--- src/rtl/pingpong_pkg.sv ---
// rtl/pingpong_pkg.sv - shared types and constants for the ping-pong write scheduler
package pingpong_pkg;

  typedef enum logic [1:0] {FREE, FILLING, READY} bank_state_t;

  typedef enum logic [1:0] {S_IDLE, S_FILL, S_DROP} fsm_t;

  localparam logic BANK_A = 1'b0;
  localparam logic BANK_B = 1'b1;

endpackage

--- src/rtl/pingpong_wr_ctrl_toggle_sync.sv ---
// rtl/pingpong_wr_ctrl_toggle_sync.sv - 2-flop toggle synchronizer with edge-detect pulse
module toggle_sync (
  input  logic clk,
  input  logic rst_n,
  input  logic tgl_i,
  output logic pulse_o
);

  // sync_q[0..1] are the metastability flops, sync_q[2] holds the previous synced level
  logic [2:0] sync_q;

  // shift the foreign toggle through the synchronizer chain
  always_ff @(posedge clk or negedge rst_n) begin
    if (!rst_n) begin
      sync_q <= '0;
    end else begin
      sync_q <= {sync_q[1:0], tgl_i};
    end
  end

  assign pulse_o = sync_q[1] ^ sync_q[2];

endmodule

--- src/rtl/pingpong_wr_ctrl.sv ---
// rtl/pingpong_wr_ctrl.sv - write-side bank scheduler for the two package buffers
module pingpong_wr_ctrl
  import pingpong_pkg::*;
#(
  parameter int DATA_WIDTH   = 8,
  parameter int PACKAGE_SIZE = 4864,
  parameter int CNT_WIDTH    = 14
) (
  input  logic                  rst_n,
  input  logic                  wr_clk,
  input  logic                  frame_start,
  input  logic                  pix_valid,
  input  logic [DATA_WIDTH-1:0] pix_data,
  input  logic                  rd_done_tgl_a,
  input  logic                  rd_done_tgl_b,
  output logic                  wr_en_a,
  output logic                  wr_en_b,
  output logic [DATA_WIDTH-1:0] din,
  output logic                  intr_req,
  output logic                  ready_bank,
  output logic                  overflow,
  output logic                  pkt_err,
  output logic [15:0]           pkt_cnt
);

  localparam logic [CNT_WIDTH-1:0] LAST_CNT = CNT_WIDTH'(PACKAGE_SIZE - 1);

  fsm_t                  state_q, state_d;
  bank_state_t           bank_q [2];
  bank_state_t           bank_d [2];
  logic [CNT_WIDTH-1:0]  cnt_q, cnt_d;
  logic                  nxt_q, nxt_d;
  logic                  cur_q, cur_d;
  logic                  first_q, first_d;
  logic                  pv_q;
  logic [1:0]            wr_en_q, wr_en_d;
  logic [DATA_WIDTH-1:0] din_q;
  logic                  ovf_q, ovf_d;
  logic                  perr_q, perr_d;
  logic [15:0]           pkt_cnt_q, pkt_cnt_d;
  logic [1:0]            rel;
  logic                  go;

  toggle_sync u_sync_a (.clk(wr_clk), .rst_n(rst_n), .tgl_i(rd_done_tgl_a), .pulse_o(rel[BANK_A]));
  toggle_sync u_sync_b (.clk(wr_clk), .rst_n(rst_n), .tgl_i(rd_done_tgl_b), .pulse_o(rel[BANK_B]));

  // next-state: bank selection, fill counting, release, and frame abort
  always_comb begin
    state_d   = state_q;
    bank_d[0] = bank_q[0];
    bank_d[1] = bank_q[1];
    cnt_d     = cnt_q;
    nxt_d     = nxt_q;
    cur_d     = cur_q;
    first_d   = first_q;
    wr_en_d   = 2'b00;
    ovf_d     = ovf_q;
    perr_d    = perr_q;
    pkt_cnt_d = pkt_cnt_q;
    go        = 1'b0;

    // a release only frees a bank whose registered state is READY
    for (int i = 0; i < 2; i++) begin
      if (rel[i] && bank_q[i] == READY) bank_d[i] = FREE;
    end

    if (frame_start) begin
      for (int i = 0; i < 2; i++) begin
        if (bank_q[i] == FILLING) bank_d[i] = FREE;
      end
      state_d   = S_IDLE;
      cnt_d     = '0;
      ovf_d     = 1'b0;
      perr_d    = 1'b0;
      pkt_cnt_d = '0;
    end else begin
      case (state_q)
        S_IDLE: begin
          if (pix_valid && !pv_q) begin
            if (bank_q[nxt_q] == FREE) begin
              cur_d = nxt_q;
              go    = 1'b1;
            end else if (bank_q[~nxt_q] == FREE) begin
              cur_d = ~nxt_q;
              go    = 1'b1;
            end
            if (go) begin
              bank_d[cur_d]  = FILLING;
              wr_en_d[cur_d] = 1'b1;
              cnt_d          = CNT_WIDTH'(1);
              state_d        = S_FILL;
            end else begin
              ovf_d   = 1'b1;
              state_d = S_DROP;
            end
          end
        end
        S_FILL: begin
          if (pix_valid) begin
            wr_en_d[cur_q] = 1'b1;
            if (cnt_q == LAST_CNT) begin
              bank_d[cur_q] = READY;
              cnt_d         = '0;
              pkt_cnt_d     = (pkt_cnt_q == 16'hFFFF) ? pkt_cnt_q : pkt_cnt_q + 16'd1;
              nxt_d         = ~cur_q;
              state_d       = S_IDLE;
              // the other bank stays first in line unless it leaves READY this cycle
              first_d       = (bank_q[~cur_q] == READY && !rel[~cur_q]) ? ~cur_q : cur_q;
            end else begin
              cnt_d = cnt_q + CNT_WIDTH'(1);
            end
          end else begin
            bank_d[cur_q] = FREE;
            perr_d        = 1'b1;
            cnt_d         = '0;
            state_d       = S_IDLE;
          end
        end
        S_DROP: begin
          if (!pix_valid) state_d = S_IDLE;
        end
        default: state_d = S_IDLE;
      endcase
    end
  end

  // state and registered output flops
  always_ff @(posedge wr_clk or negedge rst_n) begin
    if (!rst_n) begin
      state_q   <= S_IDLE;
      bank_q[0] <= FREE;
      bank_q[1] <= FREE;
      cnt_q     <= '0;
      nxt_q     <= BANK_A;
      cur_q     <= BANK_A;
      first_q   <= BANK_A;
      pv_q      <= 1'b0;
      wr_en_q   <= 2'b00;
      din_q     <= '0;
      ovf_q     <= 1'b0;
      perr_q    <= 1'b0;
      pkt_cnt_q <= '0;
    end else begin
      state_q   <= state_d;
      bank_q[0] <= bank_d[0];
      bank_q[1] <= bank_d[1];
      cnt_q     <= cnt_d;
      nxt_q     <= nxt_d;
      cur_q     <= cur_d;
      first_q   <= first_d;
      pv_q      <= pix_valid;
      wr_en_q   <= wr_en_d;
      din_q     <= pix_data;
      ovf_q     <= ovf_d;
      perr_q    <= perr_d;
      pkt_cnt_q <= pkt_cnt_d;
    end
  end

  assign wr_en_a    = wr_en_q[BANK_A];
  assign wr_en_b    = wr_en_q[BANK_B];
  assign din        = din_q;
  assign intr_req   = (bank_q[BANK_A] == READY) || (bank_q[BANK_B] == READY);
  assign ready_bank = (bank_q[BANK_A] == READY && bank_q[BANK_B] == READY) ? first_q
                                                                           : (bank_q[BANK_B] == READY);
  assign overflow   = ovf_q;
  assign pkt_err    = perr_q;
  assign pkt_cnt    = pkt_cnt_q;

endmodule
--- config.mk ---
export PLATFORM = sky130hd
export DESIGN_NAME = pingpong_wr_ctrl
export DESIGN_NICKNAME = d
export VERILOG_FILES = /design/src/rtl/pingpong_pkg.sv /design/src/rtl/pingpong_wr_ctrl_toggle_sync.sv /design/src/rtl/pingpong_wr_ctrl.sv
export SDC_FILE = /design/constraint.sdc
export NUM_CORES = 1
export LEC_CHECK = 0
export ABC_AREA = 1
export CAP_MARGIN = 0
export CORE_ASPECT_RATIO = 0.7
export CORE_MARGIN = 2
export CORE_UTILIZATION = 30
export CTS_CLUSTER_SIZE = 25
export DETAILED_ROUTE_END_ITERATION = 12
export SKIP_LAST_GASP = 1
export SLEW_MARGIN = 20
export SYNTH_ARGS = -nofsm -noshare
export SYNTH_HDL_FRONTEND = slang
export SYNTH_SLANG_ARGS = --single-unit
--- constraint.sdc ---
create_clock -name wr_clk -period 1.6 [get_ports wr_clk]
set_input_delay 0.32 -clock wr_clk [delete_from_list [all_inputs] [get_ports wr_clk]]
set_output_delay 0.32 -clock wr_clk [all_outputs]
set_load 0.01 [all_outputs]
# ---- After elaboration in Yosys (flattened, before gate mapping)
# Index checks and enable logic that the tools add are counted.
dict set report word_totals {
  ff_bits 58
  inputBits 14
  word_cells 162
}
dict set report op_classes {
  bitwise_logic 18
  n_reduce_logical 28
  eq_ne 16
  muxes 71
  add_sub_neg 2
  n_lt_le_gt_ge 12
}
# cell count
set ops {}
lappend ops {{16-bit two-way mux} 5}
lappend ops {{14-bit two-way mux} 5}
lappend ops {{2-bit two-way mux} 25}
lappend ops {{14-bit one-hot mux with 2 select lines} 1}
lappend ops {{1-bit two-way mux} 23}
lappend ops {{4-bit two-way mux} 5}
lappend ops {{16-bit by 1-bit adder with 16-bit output (second input constant)} 1}
lappend ops {{16-bit == test (second input constant)} 1}
lappend ops {{14-bit by 1-bit adder with 14-bit output (second input constant)} 1}
lappend ops {{14-bit by 13-bit == test with 1-bit output (second input constant)} 1}
lappend ops {{3-bit AND reduction} 4}
lappend ops {{2-bit >= comparator (second input constant)} 5}
lappend ops {{1-bit NOT with 2-bit output} 5}
lappend ops {{2-bit nonzero test} 5}
lappend ops {{1-bit logical AND} 9}
lappend ops {{3-bit inequality test (second input constant)} 3}
lappend ops {{2-bit == test (second input constant)} 4}
lappend ops {{4-bit one-hot mux with 2 select lines} 1}
lappend ops {{4-bit AND reduction} 2}
lappend ops {{2-bit by 1-bit == test with 1-bit output (second input constant)} 3}
lappend ops {{2-bit zero test} 3}
lappend ops {{1-bit by 2-bit less-than comparator with 1-bit output (second input constant)} 3}
lappend ops {{2-bit inequality test (second input constant)} 3}
lappend ops {{2-bit one-hot mux with 3 select lines} 1}
lappend ops {{17 further kinds} 28}

# ---- Longest topological paths before layout
dict set report depth {
  word_depth 22
  mapped_depth 10
  depth_no_buf 10
}

# ---- Cells and area by module
# A second synthesis with hierarchy kept.
dict set report unflattened {
  cells_unflattened 402
  area_unflattened_um2 3071.7
}
# module cells_per_inst instances area_each_um2
set by_module_without_submodules {}
lappend by_module_without_submodules {pingpong_wr_ctrl 386 1 2884.0}
lappend by_module_without_submodules {toggle_sync 8 2 93.8}

# ---- Worst setup path after synthesis
# Ideal clock, no wire load.
dict set report synth_timing {
  kind {reg-to-reg}
  from {register pkt_cnt_q[0], in the netlist pkt_cnt[0]}
  to {register pkt_cnt_q[2], in the netlist pkt_cnt[2]}
  period_less_slack_ps 1579
  path_buffers 1
  arrival_time_ps 1505
  path_stages_with_launch 11
  setup_slack_ps 21
  path_cell_list {dfrtp_1 ha_1 inv_2 nor2_4 nand2_2 nor2_2 nand2_2 nand3_4 buf_6 nand2_1 o21ai_2}
}
dict set report synth_via {
  elab_chain_cells 6
}
# item line_no
set synth_rtl {}
lappend synth_rtl {{start: declaration} pingpong_wr_ctrl.sv:40} ;# logic [15:0] pkt_cnt_q, pkt_cnt_d;
lappend synth_rtl {{start signal: assignment} pingpong_wr_ctrl.sv:156} ;# pkt_cnt_q <= pkt_cnt_d;
lappend synth_rtl {{16-bit by 1-bit adder with 16-bit output} pingpong_wr_ctrl.sv:104} ;# pkt_cnt_d = (pkt_cnt_q == 16'hFFFF) ? pkt_cnt_q : pkt_cnt_q + 16'd1;
lappend synth_rtl {{16-bit two-way mux} pingpong_wr_ctrl.sv:104}
lappend synth_rtl {{16-bit two-way mux} pingpong_wr_ctrl.sv:101} ;# if (cnt_q == LAST_CNT) begin
lappend synth_rtl {{16-bit two-way mux} pingpong_wr_ctrl.sv:99} ;# if (pix_valid) begin
lappend synth_rtl {{16-bit two-way mux} pingpong_wr_ctrl.sv:77} ;# case (state_q)
lappend synth_rtl {{16-bit two-way mux} pingpong_wr_ctrl.sv:67} ;# if (frame_start) begin
# Parallel ways exist; a longest one is shown, timed or not. The select of a mux whose other input is x is not followed.
# A chain may end at the register's enable or synchronous reset.

# ---- Worst setup path in the final report
dict set report layout_timing {
  from {register ovf_q, in the netlist overflow}
  to {output overflow}
}
# item line_no
set layout_rtl {}
lappend layout_rtl {{start: declaration} pingpong_wr_ctrl.sv:38} ;# logic ovf_q, ovf_d;
lappend layout_rtl {{start signal: assignment} pingpong_wr_ctrl.sv:154} ;# ovf_q <= ovf_d;
lappend layout_rtl {{end: declaration} pingpong_wr_ctrl.sv:21} ;# output logic overflow,
# No word-level cell between the ends.

==> summary.md <==
| Metric | Value |
|---|---|
| DR vias | `2,982` |
| Reg-to-reg setup timing slack | `~100 ps` |
| Synth Cell Area | `about 3100 sq um` |
| Die Wd | `between 100 and 150 microns` |
| PnR worst setup slack | `roughly 60 ps` |
| Critical R2R Launch | `state_q[1]$_DFFE_PN0P_` |
| Share of layout cells above drive strength 1 | `between 20% and 30%` |
| Dpl ws | `-268 ps` |
| Clock Path Buffers | `2` |
| Final wirelength | `roughly 8500 microns` |
| Grt ovf | `0` |
| TritonCTS clock tree | `yes` |
| Total Routing Usage GR | `16.0%` |
| #FFs+latches synth | `58` |
| Hold Fails Final Rpt | `0` |
| Reg clk slew, reported paths | `50 ps` |
| Setup-failing EPs final | `0` |
| Number of global-route vias before repair | `2,787` |
| Yosys cell types | `32` |
| Hold Startpoint | `u_sync_b.sync_q[0]$_DFF_PN0_` |
| Clk_lat worst skew | `approximately 330 ps` |
| Largest net degree at the start of global routing | `between 50 and 60` |
| Max-slew violations | `0` |
| Crit path launch | `overflow$_DFFE_PN0P_` |
| H-Tree Depth | `3` |
| Core Region | `just over 10,000 sq um` |
| Max Freq | `649 MHz` |
| Max_slew headroom | `roughly 74%` |
| Warnings, synthesis | `0` |
| Clk sink count | `between 50 and 60` |
| First-pass GRT wire length | `~14,000 microns` |
| Placer Congestion | `0.945` |
| Syn Inst Count | `~410` |
| Worst slew pin tran | `between 300 and 400 ps` |
| Wire per inst | `~13 microns` |
| Peak VDD IR | `about 0.51 mV` |
| Setup TNS | `0 ps` |
| Critical path class | `register to output pin` |
| # fillers | `approximately 1,000` |
| DP HPWL | `~6300 microns` |
| Post-layout util | `43.1%` |
| Ports | `between 40 and 50` |
| Area delta synth->final | `41.2%` |
| Pwr Density | `slightly below 1000 nW/um^2` |
| Yosys top cell by area | `dfrtp_1` |
| Initial antenna violation count | `0` |
| Unrepaired setup endpoints after global routing | `yes` |
| Final total power | `roughly 4.3 mW` |
| HP Class | `register to register` |
| Slowest-stage cell, CP | `clkdlybuf4s50_1` |
| CTS Root Cell | `clkbuf_16` |
| Dominant cells by area after synthesis | `dfrtp_1, nand2_1, nor2_1` |
| Max cap viols | `0` |
| Primary FF master, synth | `dfrtp_1` |
| Leakage power | `between 2 and 2.5 nW` |
| # rows | `31` |
| Critical Path AT | `1220 ps` |
| Die area | `roughly 11,000 sq um` |
| Crit share post-route | `96.3%` |
| CP Cell Sequence | `clkdlybuf4s50_1` |
| Post-Synthesis Net Count | `around 420` |
| Vias per inst | `4.70` |
| CP startpoint kind | `register` |
| I/O Buffers | `43` |
| Synth Area per Inst | `about 7.7 sq um` |
| Number of flops mapped to enable cells by yosys | `0` |
| Diodes inserted | `0` |
| Async set-or-reset flop fraction in the synthesized netlist | `between 90% and 100%` |
| DRC | `0` |
| Setup Skew | `between 3 and 4 ps` |
| Nets | `slightly above 500` |
| Die height | `89.6 microns` |
| Starting Density | `between 30% and 40%` |
| Seq/Total Area, Yosys | `46.2%` |
| Status | `finished clean` |
| Post-route ant nets | `0` |
| Worst setup EP type | `output pin` |
| Buf/Inv on CP | `1` |
| Total CTS buffers | `9` |
| Synth top area share | `a little under half` |
| DRT Pass-1 Iters | `5` |
| Tmin final | `roughly 1500 ps` |
| Req. time, crit path | `between 1000 and 1500 ps` |
| Worst Path Max Fanout | `2` |
| Top delay family on crit path | `buffers and inverters` |
| Drt initial violations | `approximately 230` |
| CP peak stage delay | `550 ps` |
==> state kept, by name, indices dropped and copies added, names as in the netlist, 2 cells and up <==
| register | cells |
|---|---|
| state_q | 2 |
| cnt_q | 14 |
| wr_en_q | 2 |
| u_sync_a.sync_q | 3 |
| bank_q | 4 |
| pkt_cnt | 16 |
| u_sync_b.sync_q | 3 |
| din | 8 |
==> synthesized netlist by cell type, types with 2 or more instances <==
master and count:
a21oi_1 11, buf_6 3, clkbuf_1 2, dfrtp_1 58
ha_1 2, inv_1 27, inv_2 8, nand2_1 133
nand2_2 8, nand2_4 2, nand3_1 36, nand4_1 7
nor2_1 51, nor2_2 5, nor2_4 3, o21ai_0 13
o21ai_2 6, o21bai_1 4, or2_2 2, xnor2_1 5
xor2_1 9
==> metal layers <==
metal	share of wire [%]	vias to the layer above	GRT usage [%]	wire, microns
met4	1.1	0	5.39	97
met3	7.4	8	4.32	632
met1	51	1394	23.7	4340
met5	0	-	0	0
li1	-	1478	-	-
met2	41	102	22.3	3480
==> cell families (layout without fill, tap and decap cells) <==
kind of cell,count (synthesis),count (layout),synth area share (%)
simple gates,251,251,35.3
flops,58,58,46.2
buf+inv,41,138,5.66
compound gates,40,40,8.13
xor+xnor,14,14,3.91
fa+ha+maj,2,2,0.797
==> through the flow <==
step	std cells	instance area [sq um]	hold slack, ps
after CTS	633	4380	354
after detailed placement	612	3990	196
after global routing	635	4430	353
after floorplan	406	3140	24.4
final	635	4430	350
after global placement	612	3990	192
==> power by group <==
part           internal (mW)  switching, mW  total [mW]  leakage, nW
Combinational          0.196          0.239       0.435         1.18
Sequential              1.52         0.0384        1.56        0.757
Clock                   1.60          0.664        2.26        0.176
Total                   3.31          0.942        4.25         2.11
==> layout by cell type (no fill, tap or decap), types with 11 or more instances in the layout <==
cell type        Yosys  routed
clkdlybuf4s50_1      0      27
nand3_1             36      36
nand2_2              8      11
nand2_1            133     130
nor2_1              51      51
o21ai_0             13      13
dfrtp_1             58      50
a21oi_1             11      11
buf_4                0      39
dlygate4sd2_1        0      12
inv_1               27      27
==> area by class of cell <==
class | count | area, sq um | share of cell area (%)
clock buffer | 11 | 253 | 5.70
sequential | 58 | 1460 | 33.0
multi-input combinational | 307 | 1550 | 34.9
inverter | 35 | 131 | 2.96
timing repair buffer | 87 | 776 | 17.5
clock inverter | 5 | 100 | 2.26
tap | 132 | 165 | 3.73
==> final timing paths <==
path	endpoint	depth (start not counted)
max	overflow	1
min	u_sync_b.sync_q[1]$_DFF_PN0_	0
max reg2reg	first_q$_DFFE_PN0P_	7
min reg2reg	u_sync_b.sync_q[1]$_DFF_PN0_	0
max in group asynchronous	pkt_cnt[4]$_DFFE_PN0P_	3
min in group asynchronous	din[1]$_DFF_PN0_	2
==> what timing repair did <==
item / in CTS / in global routing
setup endpoints to repair: 25 / 28
pin swaps: 0 / 2
gates resized for setup: 22 / 13
hold buffers: 1 / 0
buffers inserted: 4 / 2
gates cloned: 0 / 0
hold endpoints to repair: 8 / 0
No activity file was read; power rests on OpenSTA's default activity.
